File: config.mk
export PLATFORM = sky130hd
export DESIGN_NAME = prefetch_buffer
export DESIGN_NICKNAME = d
export VERILOG_FILES = /design/src/rtl/prefetch_buffer.sv
export SDC_FILE = /design/constraint.sdc
export NUM_CORES = 1
export LEC_CHECK = 0
export CAP_MARGIN = 25
export CORE_ASPECT_RATIO = 1.1
export CORE_MARGIN = 8
export CORE_UTILIZATION = 39
export DETAILED_ROUTE_END_ITERATION = 8
export HOLD_SLACK_MARGIN = 0.08
export PLACE_DENSITY = 0.68
export RECOVER_POWER = 50
export SLEW_MARGIN = 20
export SYNTH_ARGS = -nofsm -noshare
export SYNTH_HDL_FRONTEND = slang
export SYNTH_SLANG_ARGS = --single-unit
File: constraint.sdc
create_clock -name clk_i -period 14.3 [get_ports clk_i]
set_clock_uncertainty 0.2 [all_clocks]
set_input_delay 4.29 -clock clk_i [delete_from_list [all_inputs] [get_ports clk_i]]
set_output_delay 4.29 -clock clk_i [all_outputs]
set_load 0.02 [all_outputs]
File: src/rtl/prefetch_buffer.sv
// Sequential instruction prefetcher: credit-limited word reads into a DEPTH-entry FIFO, with redirect flush.
// Optional macro PFB_BYPASS_EN presents a response straight to fetch when the FIFO is empty.
module prefetch_buffer #(
    parameter int          DEPTH    = 4,
    parameter logic [31:0] RESET_PC = 32'h0000_0000
) (
    input  logic        clk_i,
    input  logic        rst_i,
    output logic        imem_req_o,
    output logic [31:0] imem_addr_o,
    input  logic        imem_gnt_i,
    input  logic        imem_rvalid_i,
    input  logic [31:0] imem_rdata_i,
    input  logic        redirect_i,
    input  logic [31:0] redirect_pc_i,
    output logic        instr_valid_o,
    output logic [31:0] instr_o,
    output logic [31:0] instr_pc_o,
    input  logic        instr_ready_i
);
    localparam int AW = $clog2(DEPTH);
    localparam int CW = AW + 1;

    logic [31:0]   mem_instr [DEPTH];
    logic [31:0]   mem_pc    [DEPTH];
    logic [AW-1:0] wr_ptr, rd_ptr;
    logic [CW-1:0] count, outstanding, discard;
    logic [31:0]   req_addr, rsp_pc;
    logic [CW:0]   credits;
    logic [31:0]   redirect_addr;
    logic          grant, rsp_keep, bypass, push, pop, head_valid;

    // Credits cover both buffered and in-flight words, so a response always has a free slot.
    assign credits       = {1'b0, count} + {1'b0, outstanding};
    assign imem_req_o    = !rst_i && !redirect_i && (credits < (CW+1)'(DEPTH));
    assign imem_addr_o   = req_addr;
    assign grant         = imem_req_o && imem_gnt_i;
    assign redirect_addr = {redirect_pc_i[31:2], 2'b00};

    assign head_valid = (count != '0);
    assign rsp_keep   = imem_rvalid_i && (discard == '0) && !redirect_i;

`ifdef PFB_BYPASS_EN
    assign bypass = rsp_keep && !head_valid;
`else
    assign bypass = 1'b0;
`endif

    assign instr_valid_o = (head_valid || bypass) && !redirect_i;
    assign instr_o       = bypass ? imem_rdata_i : mem_instr[rd_ptr];
    assign instr_pc_o    = bypass ? rsp_pc       : mem_pc[rd_ptr];
    assign pop           = head_valid && !redirect_i && instr_ready_i;
    assign push          = rsp_keep && !(bypass && instr_ready_i);

    always_ff @(posedge clk_i or posedge rst_i) begin
        if (rst_i) begin
            for (int i = 0; i < DEPTH; i++) begin
                mem_instr[i] <= '0;
                mem_pc[i]    <= '0;
            end
        end else if (push) begin
            mem_instr[wr_ptr] <= imem_rdata_i;
            mem_pc[wr_ptr]    <= rsp_pc;
        end
    end

    always_ff @(posedge clk_i or posedge rst_i) begin
        if (rst_i) begin
            wr_ptr      <= '0;
            rd_ptr      <= '0;
            count       <= '0;
            outstanding <= '0;
            discard     <= '0;
            req_addr    <= RESET_PC;
            rsp_pc      <= RESET_PC;
        end else begin
            case ({grant, imem_rvalid_i})
                2'b10:   outstanding <= outstanding + CW'(1);
                2'b01:   outstanding <= outstanding - CW'(1);
                default: outstanding <= outstanding;
            endcase

            if (redirect_i) begin
                // A response landing in the redirect cycle is already stale; count it as dropped.
                wr_ptr   <= '0;
                rd_ptr   <= '0;
                count    <= '0;
                discard  <= outstanding - CW'(imem_rvalid_i);
                req_addr <= redirect_addr;
                rsp_pc   <= redirect_addr;
            end else begin
                if (grant)
                    req_addr <= req_addr + 32'd4;
                if (imem_rvalid_i && (discard != '0))
                    discard <= discard - CW'(1);
                if (rsp_keep)
                    rsp_pc <= rsp_pc + 32'd4;
                if (push)
                    wr_ptr <= wr_ptr + AW'(1);
                if (pop)
                    rd_ptr <= rd_ptr + AW'(1);
                case ({push, pop})
                    2'b10:   count <= count + CW'(1);
                    2'b01:   count <= count - CW'(1);
                    default: count <= count;
                endcase
            end
        end
    end
endmodule

# Yosys cells after proc, flatten, opt, wreduce, memory -nomap -nowiden
# Index checks and enable logic that the tools add are counted.
dict set report word_totals {
  register_bits 333
  input_bits 70
  out_inout_bits 98
  word_cells 79
}
dict set report classes {
  n_addsub 11
  magnitude_cmp 4
  eq_ne 4
  n_mux 23
  bitwise 2
  n_reduce_logical 20
}
# cell count
set op_table {}
lappend op_table {{$mux 32} 9}
lappend op_table {{$bwmux 128} 2}
lappend op_table {{$bmux 32 s2} 2}
lappend op_table {{$add 32x3->32 const B} 2}
lappend op_table {{$demux 32 s2} 1}
lappend op_table {{$pmux 3 s2} 2}
lappend op_table {{$reduce_bool 2->1} 5}
lappend op_table {{$logic_and 1x1->1} 9}
lappend op_table {{$mux 3} 3}
lappend op_table {{$reduce_bool 3->1} 3}
lappend op_table {{$sub 3x1->3 const B} 3}
lappend op_table {{$mux 2} 4}
lappend op_table {{$add 3x1->3 const B} 2}
lappend op_table {{$ge 3x3->1 const B} 2}
lappend op_table {{$not 2->3} 2}
lappend op_table {{$add 2x1->2 const B} 2}
lappend op_table {{$add 3x3->4} 1}
lappend op_table {{$eq 2x1->1 const B} 2}
lappend op_table {{$eq 2x2->1 const B} 2}
lappend op_table {{$lt 4x3->1 const B} 1}
lappend op_table {{$logic_not 3->1} 1}
lappend op_table {{$lt 3x1->1 const B} 1}
lappend op_table {{$sub 3x1->3} 1}
lappend op_table {{$logic_not 1->1} 2}

# Depth between registers and ports, before layout
dict set report depth {
  ltp_word 6
  ltp_mapped 12
  ltp_nobuf 10
}

# Worst setup path after synthesis
# No wires, ideal clock.
dict set report synth_path {
  path_type {input port to output port}
  from {in redirect_i}
  to {out imem_req_o}
  t_arrival_ns 5.322
  slack_ns 4.488
  cell_stages 4
  n_path_buf 2
  path_cell_list {inv_1 -> buf_1 -> clkbuf_1 -> and3_1}
}
dict set report synth_via {
  elab_chain_cells 3
}
# item line_no
set synth_rtl {}
lappend synth_rtl {{start: declaration} 14} ;# input logic redirect_i,
lappend synth_rtl {{$logic_not 1->1} 35} ;# assign imem_req_o = !rst_i && !redirect_i && (credits < (CW+1)'(DEPTH));
lappend synth_rtl {{$logic_and 1x1->1 (2 in series)} 35}
lappend synth_rtl {{end: declaration} 9} ;# output logic imem_req_o,
# Every way passes these cells.

# Final worst setup path
dict set report layout_path {
  from {in redirect_i}
  to {out instr_valid_o}
}
dict set report layout_via {
  elab_chain_cells 2
}
# item line_no
set layout_rtl {}
lappend layout_rtl {{$logic_not 1->1} 49} ;# assign instr_valid_o = (head_valid || bypass) && !redirect_i;
lappend layout_rtl {{$logic_and 1x1->1} 49}
lappend layout_rtl {{end: declaration} 16} ;# output logic instr_valid_o,
# Every way passes these cells.

==> summary.md <==
| Metric | Value |
|---|---|
| Synth Cell Area | 14920 µm² |
| Post-cts resize count | 0 |
| Hold violation count in the final report | 0 |
| Top cells by area, synth | dfrtp_1 (54%), mux2_2 (18%), mux4_2 (9.4%) |
| Vias per inst | 5.372 |
| Max Transition Viols Final | 300 |
| Critical Path RT | 9.81 ns |
| Die ar. | 44780 µm² |
| Yosys reg bits | 321 |
| Ys async rst share | 1.000 |
| Hold_buf cts | 0 |
| Largest net degree at the start of global routing | 120 |
| Max Cap Viol | 5 |
| Vias | 9530 |
| Fillers | roughly 3400 |
| N_diodes | 0 |
| Vias in the first global route | a little over 10000 |
| Setup bufs post-CTS | 0 |
| Pre-CTS WS | 3.716 ns |
| CTS Sinks | ~320 |
| Tcrit/Tclk final | 0.8100 |
| Largest delay share family, worst path | buffers and inverters |
| Main combinational cell family by area after synthesis | multiplexers |
| Min-Delay Path Depth | 2 |
| Final setup vio count | 0 |
| CP endpoint kind | output port |
| Compound-gate portion of the synthesized area | 0.04067 |
| Cells along the critical path | buf_2 -> clkbuf_1 -> nor2_1 -> clkdlybuf4s50_1 |
| Worst-margin pin slew | roughly 5.6 ns |
| Hold WS | 0.2867 ns |
| Setup TNS | 0 ns |
| Commonest non-fill, non-tap cells in the layout | dfrtp_1 (319), mux2_2 (239), clkdlybuf4s50_1 (135) |
| Most frequent standard cell in the layout excluding fill and tap cells | dfrtp_1 |
| CP Class | in -> out |
| Share of the core filled with cells | 0.4838 |
| Global-route wire length before repair | 57270 µm |
| CP Buf/Inv Count | 3 |
| Status | finished, violations left |
| Area delta synth->final | 22.92% |
| Critical Path Start Type | primary input |
| Xor/xnor cell area share of the yosys netlist | 0.02642 |
| Top_reg_cell synth | dfrtp_1 |
| Worst-path clk slew | 0.06 ns |
| Yosys Warn Count | 0 |
| Worst path arrival time | 7.09 ns |
| Largest area contributor in the netlist | dfrtp_1 |
| Critical path's largest stage delay | approximately 1.7 ns |
| Total global routing overflow | 0 |
| Overall power | 3207 µW |
| DRT iter0 DRCs | 432 |
| Fmax | 0.08633 GHz |
| DR WL/cell | approximately 20 µm |
| Total GRT Usage | 0.1564 |
| Initial Util | 0.3936 |
| Synth top area share | 0.5384 |
| Clk buf depth | 3 |
| H-tree level count | 2 |
| Clock root buffer | clkbuf_16 |
| Die height | 221.1 µm |
| Slew margin rel. | -2.777 |
| R2R Path End | mem_instr[44]$_DFFE_PP0P_ |
| Power per Cell Area | 174.9 nW/µm² |
| CP max stage cell | clkbuf_1 |
| Die width | 202.5 µm |
| Routed WL | approximately 35000 µm |
| Routed Antenna Nets | 0 |
| Syn avg cell area | 13.49 µm² |
| R2r startpoint | discard[0]$_DFFE_PP0P_ |
| Fin worst setup slack | about 2.7 ns |
| Nets@finish | approximately 1300 |
| Worst Hold Path EP | mem_pc[111]$_DFFE_PP0P_ |
| Mapped Cells | 1106 |
| CTS tree | built |
| Sequential area share after synthesis | 0.5384 |
| Core area | about 38000 µm² |
| Mux cell area share after synthesis | 0.2753 |
| Fraction of layout cells with a size suffix above 1 | 0.3077 |
| CTS Buf Count | 38 |
| Detail Placement HPWL | 22530 µm |
| # rows | 75 |
| Clk_lat worst skew | ~0.53 ns |
| # IOs | about 170 |
| Simple-Gate Fraction of Synth Area | 0.07782 |
| Min-delay src | mem_pc[111]$_DFFE_PP0P_ |
| Tmin final | 11.58 ns |
| Residual DRC count | 0 |
| Leakage power | 0.008082 µW |
| Worst Reg-to-Reg Cells | 7 |
| R2R Setup Slk | 11.10 ns |
| GPL Wtd Cong | between 0.8 and 0.9 |
| Failing checks | capacitance limit, slew limit |
| Crit Path Max Fanout | 56 |
| Hold WC Path Type | reg -> reg |
| Post-synthesis cell type count | 52 |
| Initial DRT Pass Iterations | 6 |
| Initial antenna violation count | 0 |
| Number of synthesized flops with an enable pin | 0 |
| RSZ-0062 raised after global routing | no |
| Peak supply drop | between 0.09 and 0.1 mV |
| Synth Area in Adders | 0.01358 |
| PortBufs | 161 |
-- cell type report --
type | instances | area [µm²] | area share
tap | 500 | 625.6 | 0.03411
clock buffer | 52 | 1114 | 0.06072
multi-input combinational | 690 | 6518 | 0.3554
clock inverter | 16 | 183.9 | 0.01003
sequential | 321 | 8038 | 0.4383
inverter | 22 | 83.83 | 0.004571
timing repair buffer | 173 | 1778 | 0.09694
-- worst register-to-register path: cells and delay by family (launching register included) --
kind	cells	cell delay, ns
adder cells (fa/ha/maj)	1	0.19
AND/OR/NAND/NOR	3	1.53
multiplexers	1	0.32
buffers and inverters	2	0.44
flip-flops	1	0.38
-- how the worst max path moves through the flow --
stage                     from                    to  slack [ns]  depth (start not counted)
global route        redirect_i            imem_req_o        2.54                          5
global placement         rst_i            imem_req_o        3.76                          4
detailed placement       rst_i            imem_req_o        3.72                          4
floorplan                rst_i  count[0]$_DFFE_PP0P_        0.93                          1
CTS                      rst_i            imem_req_o        3.71                          4
finish              redirect_i         instr_valid_o        2.72                          4
-- routing by layer --
layer / global-route usage / vias to the layer above / routed length [µm]
met5: 0 / - / 0
met4: 0.03371 / 0 / 541
met3: 0.03683 / 42 / 1980
met2: 0.2472 / 247 / 16400
met1: 0.2171 / 4912 / 16280
li1: - / 4329 / -
-- power breakdown --
group / switching [µW] / internal (µW) / total, µW
Sequential: 138 / 1110 / 1250
Clock: 384 / 601 / 985
Combinational: 443 / 531 / 974
-- Yosys cell counts (3+ instances only) --
library cell and count:
a21boi_0 3, a21boi_1 5, a21oi_1 8, a31oi_1 9, and3_1 5, and4_1 4, buf_1 6, buf_2 19
buf_4 5, clkbuf_1 45, dfrtp_1 321, ha_1 13, inv_1 21, mux2_2 239, mux4_2 62, nand2_1 79
nand2b_1 6, nand3_1 28, nand3b_1 3, nand4_1 25, nor2_1 24, nor3_1 22, nor4_1 4, nor4_2 3
o211ai_1 10, o21ai_0 21, o21ai_1 33, o311ai_1 4, or3_1 6, xnor2_1 32, xor2_1 13
-- per-stage QoR --
stage	std cells	area (µm²)
final	1774	18340
after global routing	1774	18340
after CTS	1771	18280
after detailed placement	1703	16990
after global placement	1701	16930
after floorplan	1109	14930
-- logic make-up after synthesis --
kind of cell	Yosys count
and+or+nand+nor	222
AOI/OAI and AO/OA	101
xor gates and xnor gates	45
buffers and inverters	98
DFF	321
other	1
adders and majority gates	15
muxes	303
-- state kept, by name, indices dropped and copies added, names as in the netlist --
| name | flops |
|---|---|
| count | 3 |
| discard | 3 |
| imem_addr_o | 30 |
| mem_instr | 128 |
| mem_pc | 120 |
| outstanding | 3 |
| rd_ptr | 2 |
| rsp_pc | 30 |
| wr_ptr | 2 |
No activity file was read; power rests on OpenSTA's default activity.
